**src/rtl/usb_transaction_controller.sv**
```systemverilog
// usb_transaction_controller: sequences full-speed token/data/handshake
// transactions, tracks per-endpoint data toggles, owns the packet buffer
// handoff between the USB receiver and the CPU, and applies the device address.
// Optional build macro USB_ENDPOINT_STALL_EN adds the cpu_stall input and STALL handshakes.
module usb_transaction_controller #(
  parameter int unsigned NUM_ENDPOINTS  = 2,
  parameter int unsigned TIMEOUT_CYCLES = 72
) (
  input  logic       clock48,
  input  logic       reset,
  input  logic       usb_reset,
  input  logic       rx_done,
  input  logic [3:0] rx_pid,
  input  logic [6:0] rx_addr,
  input  logic [3:0] rx_endp,
  input  logic       rx_crc_ok,
  input  logic [6:0] rx_byte_count,
  output logic       rx_buffer_write_enable,
  output logic       tx_start,
  output logic [3:0] tx_pid,
  output logic [6:0] tx_len,
  input  logic       tx_done,
  output logic       cpu_rx_ready,
  output logic [3:0] cpu_rx_endp,
  output logic       cpu_rx_setup,
  output logic [6:0] cpu_rx_len,
  input  logic       cpu_rx_release,
  input  logic       cpu_tx_arm,
  input  logic [3:0] cpu_tx_endp,
  input  logic [6:0] cpu_tx_len,
  output logic       cpu_tx_pending,
  input  logic       cpu_set_address,
  input  logic [6:0] cpu_address,
  output logic [6:0] device_address
`ifdef USB_ENDPOINT_STALL_EN
  ,
  input  logic [NUM_ENDPOINTS-1:0] cpu_stall
`endif
);

  localparam int unsigned NE    = NUM_ENDPOINTS;
  localparam int unsigned TMR_W = $clog2(TIMEOUT_CYCLES + 1);

  localparam logic [3:0] PID_OUT   = 4'b0001;
  localparam logic [3:0] PID_IN    = 4'b1001;
  localparam logic [3:0] PID_SETUP = 4'b1101;
  localparam logic [3:0] PID_DATA0 = 4'b0011;
  localparam logic [3:0] PID_DATA1 = 4'b1011;
  localparam logic [3:0] PID_ACK   = 4'b0010;
  localparam logic [3:0] PID_NAK   = 4'b1010;
  localparam logic [3:0] PID_STALL = 4'b1110;

  typedef enum logic [2:0] {
    S_IDLE, S_WAIT_DATA, S_SEND_HANDSHAKE, S_SEND_DATA, S_WAIT_ACK
  } state_e;

  state_e           state_q, state_d;
  logic [TMR_W-1:0] timer_q, timer_d;
  logic             wr_en_q, wr_en_d;
  logic             tx_start_q, tx_start_d;
  logic [3:0]       tx_pid_q, tx_pid_d;
  logic [6:0]       tx_len_q, tx_len_d;
  logic             rx_ready_q, rx_ready_d;
  logic [3:0]       rx_endp_q, rx_endp_d;
  logic             rx_setup_q, rx_setup_d;
  logic [6:0]       rx_len_q, rx_len_d;
  logic             tx_pend_q, tx_pend_d;
  logic [3:0]       arm_endp_q, arm_endp_d;
  logic [6:0]       arm_len_q, arm_len_d;
  logic [6:0]       dev_addr_q, dev_addr_d;
  logic [6:0]       addr_new_q, addr_new_d;
  logic             addr_vld_q, addr_vld_d;
  logic [NE-1:0]    out_tog_q, out_tog_d;
  logic [NE-1:0]    in_tog_q, in_tog_d;
  logic [3:0]       tok_endp_q, tok_endp_d;
  logic             tok_setup_q, tok_setup_d;
  logic             tok_stall_q, tok_stall_d;
`ifdef USB_ENDPOINT_STALL_EN
  logic             ep0_clr_q, ep0_clr_d;
  logic             stall0_prev_q, stall0_prev_d;
`endif

  logic          token_hit;
  logic          data_ok;
  logic          stall_hit;
  logic [NE-1:0] rx_mask;
  logic [NE-1:0] tok_mask;

  assign rx_buffer_write_enable = wr_en_q;
  assign tx_start               = tx_start_q;
  assign tx_pid                 = tx_pid_q;
  assign tx_len                 = tx_len_q;
  assign cpu_rx_ready           = rx_ready_q;
  assign cpu_rx_endp            = rx_endp_q;
  assign cpu_rx_setup           = rx_setup_q;
  assign cpu_rx_len             = rx_len_q;
  assign cpu_tx_pending         = tx_pend_q;
  assign device_address         = dev_addr_q;

  // Next-state, toggle bookkeeping, buffer handoff and response selection
  always_comb begin
    state_d     = state_q;
    timer_d     = '0;
    wr_en_d     = wr_en_q;
    tx_start_d  = 1'b0;
    tx_pid_d    = tx_pid_q;
    tx_len_d    = tx_len_q;
    rx_ready_d  = rx_ready_q;
    rx_endp_d   = rx_endp_q;
    rx_setup_d  = rx_setup_q;
    rx_len_d    = rx_len_q;
    tx_pend_d   = tx_pend_q;
    arm_endp_d  = arm_endp_q;
    arm_len_d   = arm_len_q;
    dev_addr_d  = dev_addr_q;
    addr_new_d  = addr_new_q;
    addr_vld_d  = addr_vld_q;
    out_tog_d   = out_tog_q;
    in_tog_d    = in_tog_q;
    tok_endp_d  = tok_endp_q;
    tok_setup_d = tok_setup_q;
    tok_stall_d = tok_stall_q;

    rx_mask   = NE'(1) << rx_endp;
    tok_mask  = NE'(1) << tok_endp_q;
    token_hit = rx_done && rx_crc_ok && (rx_addr == dev_addr_q) && (32'(rx_endp) < NE);
    data_ok   = rx_crc_ok && ((rx_pid == PID_DATA0) || (rx_pid == PID_DATA1));

`ifdef USB_ENDPOINT_STALL_EN
    // A SETUP to endpoint 0 masks its stall until the CPU raises the bit again
    stall_hit     = |(cpu_stall & rx_mask & ~(NE'(ep0_clr_q)));
    stall0_prev_d = cpu_stall[0];
    ep0_clr_d     = ep0_clr_q && !(cpu_stall[0] && !stall0_prev_q);
    if (state_q == S_IDLE && token_hit && rx_pid == PID_SETUP && rx_endp == 4'd0) begin
      ep0_clr_d = 1'b1;
    end
`else
    stall_hit = 1'b0;
`endif

    if (cpu_rx_release && !wr_en_q) begin
      rx_ready_d = 1'b0;
      rx_setup_d = 1'b0;
    end
    if (cpu_tx_arm && state_q != S_SEND_DATA && state_q != S_WAIT_ACK) begin
      tx_pend_d  = 1'b1;
      arm_endp_d = cpu_tx_endp;
      arm_len_d  = cpu_tx_len;
    end
    if (cpu_set_address) begin
      addr_new_d = cpu_address;
      addr_vld_d = 1'b1;
    end

    case (state_q)
      S_IDLE: begin
        if (token_hit) begin
          tok_endp_d  = rx_endp;
          tok_setup_d = (rx_pid == PID_SETUP);
          tok_stall_d = stall_hit && (rx_pid != PID_SETUP);
          if (rx_pid == PID_SETUP) begin
            state_d = S_WAIT_DATA;
            wr_en_d = 1'b1;
          end else if (rx_pid == PID_OUT) begin
            state_d = S_WAIT_DATA;
            wr_en_d = !rx_ready_q && !stall_hit;
          end else if (rx_pid == PID_IN) begin
            tx_start_d = 1'b1;
            if (stall_hit) begin
              state_d  = S_SEND_HANDSHAKE;
              tx_pid_d = PID_STALL;
              tx_len_d = '0;
            end else if (tx_pend_q && arm_endp_q == rx_endp) begin
              state_d  = S_SEND_DATA;
              tx_pid_d = (|(in_tog_q & rx_mask)) ? PID_DATA1 : PID_DATA0;
              tx_len_d = arm_len_q;
            end else begin
              state_d  = S_SEND_HANDSHAKE;
              tx_pid_d = PID_NAK;
              tx_len_d = '0;
            end
          end
        end
      end
      S_WAIT_DATA: begin
        timer_d = timer_q + TMR_W'(1);
        if (rx_done) begin
          state_d = S_IDLE;
          wr_en_d = 1'b0;
          if (data_ok && !(tok_setup_q && rx_pid != PID_DATA0)) begin
            state_d    = S_SEND_HANDSHAKE;
            tx_start_d = 1'b1;
            tx_pid_d   = PID_ACK;
            tx_len_d   = '0;
            if (tok_setup_q) begin
              rx_ready_d = 1'b1;
              rx_setup_d = 1'b1;
              rx_endp_d  = tok_endp_q;
              rx_len_d   = rx_byte_count;
              out_tog_d  = out_tog_q | tok_mask;
              in_tog_d   = in_tog_q | tok_mask;
              if (tx_pend_d && arm_endp_d == tok_endp_q) tx_pend_d = 1'b0;
            end else if (tok_stall_q) begin
              tx_pid_d = PID_STALL;
            end else if (!wr_en_q) begin
              tx_pid_d = PID_NAK;
            end else if ((rx_pid == PID_DATA1) == (|(out_tog_q & tok_mask))) begin
              rx_ready_d = 1'b1;
              rx_setup_d = 1'b0;
              rx_endp_d  = tok_endp_q;
              rx_len_d   = rx_byte_count;
              out_tog_d  = out_tog_q ^ tok_mask;
            end
          end
        end else if (timer_q == TMR_W'(TIMEOUT_CYCLES - 1)) begin
          state_d = S_IDLE;
          wr_en_d = 1'b0;
        end
      end
      S_SEND_HANDSHAKE: begin
        if (tx_done) state_d = S_IDLE;
      end
      S_SEND_DATA: begin
        if (tx_done) state_d = S_WAIT_ACK;
      end
      S_WAIT_ACK: begin
        timer_d = timer_q + TMR_W'(1);
        if (rx_done) begin
          state_d = S_IDLE;
          if (rx_pid == PID_ACK && rx_crc_ok) begin
            tx_pend_d = 1'b0;
            in_tog_d  = in_tog_q ^ tok_mask;
            if (addr_vld_q) begin
              dev_addr_d = addr_new_q;
              addr_vld_d = 1'b0;
            end
          end
        end else if (timer_q == TMR_W'(TIMEOUT_CYCLES - 1)) begin
          state_d = S_IDLE;
        end
      end
      default: state_d = S_IDLE;
    endcase
  end

  // State and output registers; bus reset behaves exactly like core reset
  always_ff @(posedge clock48) begin
    if (reset || usb_reset) begin
      state_q     <= S_IDLE;
      timer_q     <= '0;
      wr_en_q     <= 1'b0;
      tx_start_q  <= 1'b0;
      tx_pid_q    <= '0;
      tx_len_q    <= '0;
      rx_ready_q  <= 1'b0;
      rx_endp_q   <= '0;
      rx_setup_q  <= 1'b0;
      rx_len_q    <= '0;
      tx_pend_q   <= 1'b0;
      arm_endp_q  <= '0;
      arm_len_q   <= '0;
      dev_addr_q  <= '0;
      addr_new_q  <= '0;
      addr_vld_q  <= 1'b0;
      out_tog_q   <= '0;
      in_tog_q    <= '0;
      tok_endp_q  <= '0;
      tok_setup_q <= 1'b0;
      tok_stall_q <= 1'b0;
`ifdef USB_ENDPOINT_STALL_EN
      ep0_clr_q     <= 1'b0;
      stall0_prev_q <= 1'b0;
`endif
    end else begin
      state_q     <= state_d;
      timer_q     <= timer_d;
      wr_en_q     <= wr_en_d;
      tx_start_q  <= tx_start_d;
      tx_pid_q    <= tx_pid_d;
      tx_len_q    <= tx_len_d;
      rx_ready_q  <= rx_ready_d;
      rx_endp_q   <= rx_endp_d;
      rx_setup_q  <= rx_setup_d;
      rx_len_q    <= rx_len_d;
      tx_pend_q   <= tx_pend_d;
      arm_endp_q  <= arm_endp_d;
      arm_len_q   <= arm_len_d;
      dev_addr_q  <= dev_addr_d;
      addr_new_q  <= addr_new_d;
      addr_vld_q  <= addr_vld_d;
      out_tog_q   <= out_tog_d;
      in_tog_q    <= in_tog_d;
      tok_endp_q  <= tok_endp_d;
      tok_setup_q <= tok_setup_d;
      tok_stall_q <= tok_stall_d;
`ifdef USB_ENDPOINT_STALL_EN
      ep0_clr_q     <= ep0_clr_d;
      stall0_prev_q <= stall0_prev_d;
`endif
    end
  end

endmodule

```
**config.mk**
```make
export PLATFORM = sky130hd
export DESIGN_NAME = usb_transaction_controller
export DESIGN_NICKNAME = d
export VERILOG_FILES = /design/src/rtl/usb_transaction_controller.sv
export SDC_FILE = /design/constraint.sdc
export NUM_CORES = 1
export LEC_CHECK = 0
export BUFFER_PORTS_ARGS = -buffer_cell sky130_fd_sc_hd__buf_2
export CELL_PAD_IN_SITES_DETAIL_PLACEMENT = 0
export CELL_PAD_IN_SITES_GLOBAL_PLACEMENT = 1
export CORE_MARGIN = 2
export CORE_UTILIZATION = 43
export DETAILED_ROUTE_END_ITERATION = 6
export PLACE_DENSITY = 0.85
export SKIP_CTS_REPAIR_TIMING = 1
export SYNTH_ARGS = -nofsm -noshare
export SYNTH_HDL_FRONTEND = slang
export SYNTH_SLANG_ARGS = --single-unit
```
**constraint.sdc**
```tcl
create_clock -name clock48 -period 4.6 [get_ports clock48]
set_input_delay 0.23 -clock clock48 [delete_from_list [all_inputs] [get_ports clock48]]
set_output_delay 0.23 -clock clock48 [all_outputs]
set_load 0.02 [all_outputs]
```
# [Word level (Yosys, flattened, before mapping)]
# Cells that the tools add are included.
[totals] register_bits=72 in_bits=49 output_inout_bits=34 wordCells=183
[op_classes] addsub=1 order_cmp=1 n_eq_ne=32 shift=2 muxes=87 n_bitwise=7 n_reduce_logical=33
[ops] operator="7-bit 2-to-1 mux" n=10
[ops] operator="4-bit 2-to-1 mux" n=14
[ops] operator="1-bit 2-to-1 mux" n=38
[ops] operator="3-bit 2-to-1 mux" n=9
[ops] operator="2-bit != test, second input constant" n=11
[ops] operator="2-bit 2-to-1 mux" n=9
[ops] operator="3-bit one-hot mux with 5 select lines" n=1
[ops] operator="7-bit one-hot mux with 2 select lines" n=1
[ops] operator="4-bit equality test, second input constant" n=3
[ops] operator="1-bit logical AND" n=12
[ops] operator="4-bit AND reduction" n=3
[ops] operator="3-bit != test, second input constant" n=3
[ops] operator="4-bit by 2-bit equality test with 1-bit output, second input constant" n=2
[ops] operator="4-bit equality test" n=2
[ops] operator="4-bit one-hot mux with 2 select lines" n=1
[ops] operator="2-bit nonzero test" n=4
[ops] operator="2-bit OR reduction" n=4
[ops] operator="1-bit by 4-bit << shifter with 2-bit output, first input constant" n=2
[ops] operator="7-bit by 1-bit adder with 7-bit output, second input constant" n=1
[ops] operator="7-bit equality test" n=1
[ops] operator="7-bit equality test, second input constant" n=1
[ops] operator="7-bit AND reduction" n=1
[ops] operator="3-bit by 2-bit equality test with 1-bit output, second input constant" n=2
[ops] operator="1-bit one-hot mux with 2 select lines" n=3
[ops] operator="other kinds (19)" n=25

# [Longest topological paths before layout]
[logic_depth] ltp_word=11 mapped_depth=10 mapped_depth_nobuf=9

# [Worst setup path before layout]
# Ideal clock, no wire load.
[synth_path] kind="register -> register" from="register state_q[1]" to="register tx_len_q[0] (netlist: tx_len[0])" setup_time_ns=0.060 arrival_time_ns=2.041 t_required_ns=4.540 slack_ns=2.499 path_stages_with_launch=7 n_path_buf=2 synth_period_minus_slack_ns=2.101 path_cell_list="dfxtp_1 -> buf_6 -> or3_4 -> or4_4 -> buf_6 -> nor4_4 -> a22o_1"
[synth_between] elab_chain_cells=3 elab_cells_between_ends=11 classes_between="7 x eq/ne; 1 x mux; 3 x reduce/logical"
[synth_lines] item="start: declaration" line_no="57" text="state_e state_q, state_d;"
[synth_lines] item="start signal: assignment" line_no="275" text="state_q <= state_d;"
[synth_lines] item="3-bit by 1-bit equality test with 1-bit output / 3-bit zero test (equally long branches)" line_no="155" text="case (state_q)"
[synth_lines] item="2-bit != test (no source line) / 2-bit nonzero test (equally long branches)"
[synth_lines] item="7-bit AND reduction (no source line)"
[synth_lines] item="end signal: assignment" line_no="280" text="tx_len_q <= tx_len_d;"
[synth_lines] item="end: declaration" line_no="62" text="logic [6:0] tx_len_q, tx_len_d;"
# Several ways; a longest one is shown, not always the timed one.
# A chain may end at the register's enable or synchronous reset.

# [Worst setup path after layout]
[layout_path] from="register state_q[0]" to="register tx_len_q[1] (netlist: tx_len[1])"
# Same word-level chain as after synthesis.

==> impl_metrics.tcl <==
set metrics [dict create \
    status "complete, no violations" \
    port_buffers 81 \
    relSlewSlack_pct 28.5 \
    end_kind "flip-flop" \
    grt_usage_pct 20.3 \
    period_share_pct 58.7 \
    clock.fmax_mhz 370 \
    synth.area.mux_share_pct 5.47 \
    path_clk_slew_ns 0.08 \
    seq_area_frac_synth_pct 40.6 \
    cts_tree "built" \
    wirelength_um 8540 \
    synth_area_per_cell_sq_um 8.70 \
    crit_chain "nor3b_1 > and4bb_2 > nor3_1 > a22o_1" \
    drt_iter0_drc 120 \
    fin_worst_skew_ns 0.00530 \
    drc 0 \
    ir_drop_mv 0.177 \
    synth_most_common_cell "dfxtp_1" \
    grt_max_degree 51 \
    rsz0062_at_grt "false" \
    synth_top_cell_area_share_pct 40.6 \
    cts-buffers-inserted 9 \
    die-area_sq_um 8870 \
    hold_class "in2reg" \
    p_per_area_nw_per_um2 316 \
    synth_xor_area_share_pct 4.26 \
    hpwl_um 6170 \
    ys_async_sr_fraction_pct 0 \
    antenna_found_initial 0 \
    seqCellArea_sq_um 1420 \
    ys_ff_latch 71 \
    yosys.area_share.simple_pct 22.6 \
    netlist_top_cells_area "dfxtp_1 (41%), mux2i_1 (5.2%), a21oi_1 (5.0%), nor2_1 (4.1%), nand3_1 (3.9%)" \
    tightest_slew_ns 1.07 \
    period_needed_ns 2.70 \
    synth-main-ff-cell "dfxtp_1" \
    clock_latency_ns 0.34 \
    worstSetupStartpointType "flip-flop" \
    internal-power_mw 1.03 \
    drt_pass1_iterations 5 \
    start_util_pct 44.8 \
    vias 3146 \
    synth_top_family_by_area "simple AND/OR/NAND/NOR gates" \
    multiInputGateArea_sq_um 1860 \
    cp_max_fo 20 \
    fin_setup_tns_ns 0 \
    cp_top_family "simple AND/OR/NAND/NOR gates" \
    ys_types 60 \
    power_mw 1.31 \
    synth_nets 458 \
    critical_path_class "reg2reg" \
    grt_first_pass_wirelength_um 14200 \
    first_global_vias 3012 \
    drive_gt1_share_pct 22.7 \
    drv_slew 0 \
    fin_nets 522 \
    fp.dieH_um 94.2 \
    cap_violations 0 \
    gp_congestion 0.885 \
    die_w_um 94.2 \
    clkPwrFrac_pct 46.1 \
    switchingPower_uw 283 \
    synthCells 402 \
    fillers 780 \
    diodes 0 \
    yosys.area.top_type "dfxtp_1" \
    via_per_inst 5.49 \
    hold_violations 0 \
    critical_path_required_ns 4.84 \
    p_comb_share_pct 6.2 \
    antenna_left 0 \
    wl_per_cell_um 14.9 \
    yosys_warnings 0 \
    core_area_sq_um 7810 \
    synth_edf_count 0 \
    rows 32 \
    synth_fa_ha_area_share_pct 2.50 \
    numClockSinks 71 \
    cpMaxStageDelayCell "dfxtp_1" \
    crit_buf_inv 0 \
    synth_area_sq_um 3500 \
    place_area_sq_um 3900 \
    setup_viol 0 \
    synth_compound_area_share_pct 18.2 \
    grt-ovfl-total 0 \
    ctsLongestPathBuffers 2 \
    slowest_delay_ns 0.71 \
    clock_tree.root_cell "clkbuf_8" \
    netlist_top_cells_count "dfxtp_1 (71), nor2_1 (38), a21oi_1 (35)" \
    area_delta_synth_final_pct 18.6 \
    arrival_ns 2.94 \
    utilization_pct 53.1 \
    seqPwrFrac_pct 47.7 \
    stdcell_area_sq_um 4150 \
    p_leak_nw 1.71 \
    htree_levels 3 \
    swShare_pct 21.6 \
    io_pins 83 \
]
[worst min-delay path, cell delays in order]
cell and delay [ns]:
buf_2 0.08, mux2i_1 0.05, nor2_1 0.07
[area by class of cell]
class | instances | area share, %
multi-input cells | 280 | 44.9
flip-flops and latches | 71 | 34.3
repair buffers | 81 | 9.77
clock buffers | 10 | 3.32
well taps | 102 | 3.08
clock inverters | 6 | 2.59
inverters | 23 | 2.08
[power by group through the flow]
stage	sequential, mW	clock, mW	combinational [mW]
final	0.626	0.605	0.0813
after global routing	0.626	0.647	0.0905
after CTS	0.625	0.618	0.0817
after detailed placement	0.640	0	0.0813
after global placement	0.640	0	0.0806
after floorplan	0.638	0	0.0486
[final timing paths]
check / from / end / slack [ns] / cells past startpoint
setup / recovery: state_q[0] / tx_len[1] / 1.90 / 4
setup reg to reg: state_q[0] / tx_len[1] / 1.90 / 4
hold / removal: cpu_tx_len[6] / arm_len_q[6] / 0.11 / 3
hold reg to reg: timer_q[0] / timer_q[0] / 0.45 / 1
[flip-flops by register name (all words and copies together) (netlist names)]
signal,flops
cpu_rx_ready,1
in_tog_q,2
addr_vld_q,1
tok_endp_q,4
tx_pid,3
cpu_tx_pending,1
cpu_rx_len,7
device_address,7
arm_endp_q,4
arm_len_q,7
tx_start,1
tok_setup_q,1
out_tog_q,2
addr_new_q,7
cpu_rx_setup,1
tx_len,7
timer_q,7
cpu_rx_endp,4
state_q,3
rx_buffer_write_enable,1
[layer usage]
metal | global-route usage (%) | share of wire (%) | wire (um) | vias to the layer above
met5 | 0 | 0 | 0 | -
met4 | 8.82 | 2.0 | 170 | 0
met3 | 3.93 | 5.4 | 462 | 17
met2 | 31.6 | 46 | 3950 | 88
met1 | 27.3 | 46 | 3960 | 1474
li1 | - | - | - | 1567
[cell usage in the layout (no fill, tap or decap), types with 3 or more instances in the layout]
master / n
a2111oi_0: 3
a211oi_1: 5
a21o_1: 4
a21oi_1: 35
a22o_1: 7
and3_1: 5
buf_2: 81
bufinv_16: 3
clkbuf_8: 10
dfxtp_1: 71
ha_1: 7
inv_1: 23
mux2i_1: 18
nand2_1: 19
nand2b_1: 3
nand3_1: 27
nand4b_1: 8
nor2_1: 38
nor2b_1: 3
nor3_1: 6
nor3b_1: 9
o2111ai_1: 4
o211ai_1: 4
o21a_1: 3
o21ai_0: 16
or4bb_1: 3
xnor2_1: 9
xor2_1: 8
[cell families (layout without fill, tap and decap cells)]
kind of cell,after synthesis,in the layout
and+or+nand+nor,138,138
AOI/OAI and AO/OA,98,98
DFF,71,71
buffers and inverters,51,120
muxes,19,19
xor gates and xnor gates,17,17
adders and majority gates,7,7
other,1,1
[through the flow]
stage	std cells	worst slack, ns	hold slack (ns)
floorplan	402	2.50	0.370
global placement	557	2.02	0.428
detailed placement	557	1.92	0.438
CTS	573	1.92	0.108
global route	573	1.63	0.125
finish	573	1.90	0.115
Note: power is estimated with default switching activity, not from simulation.
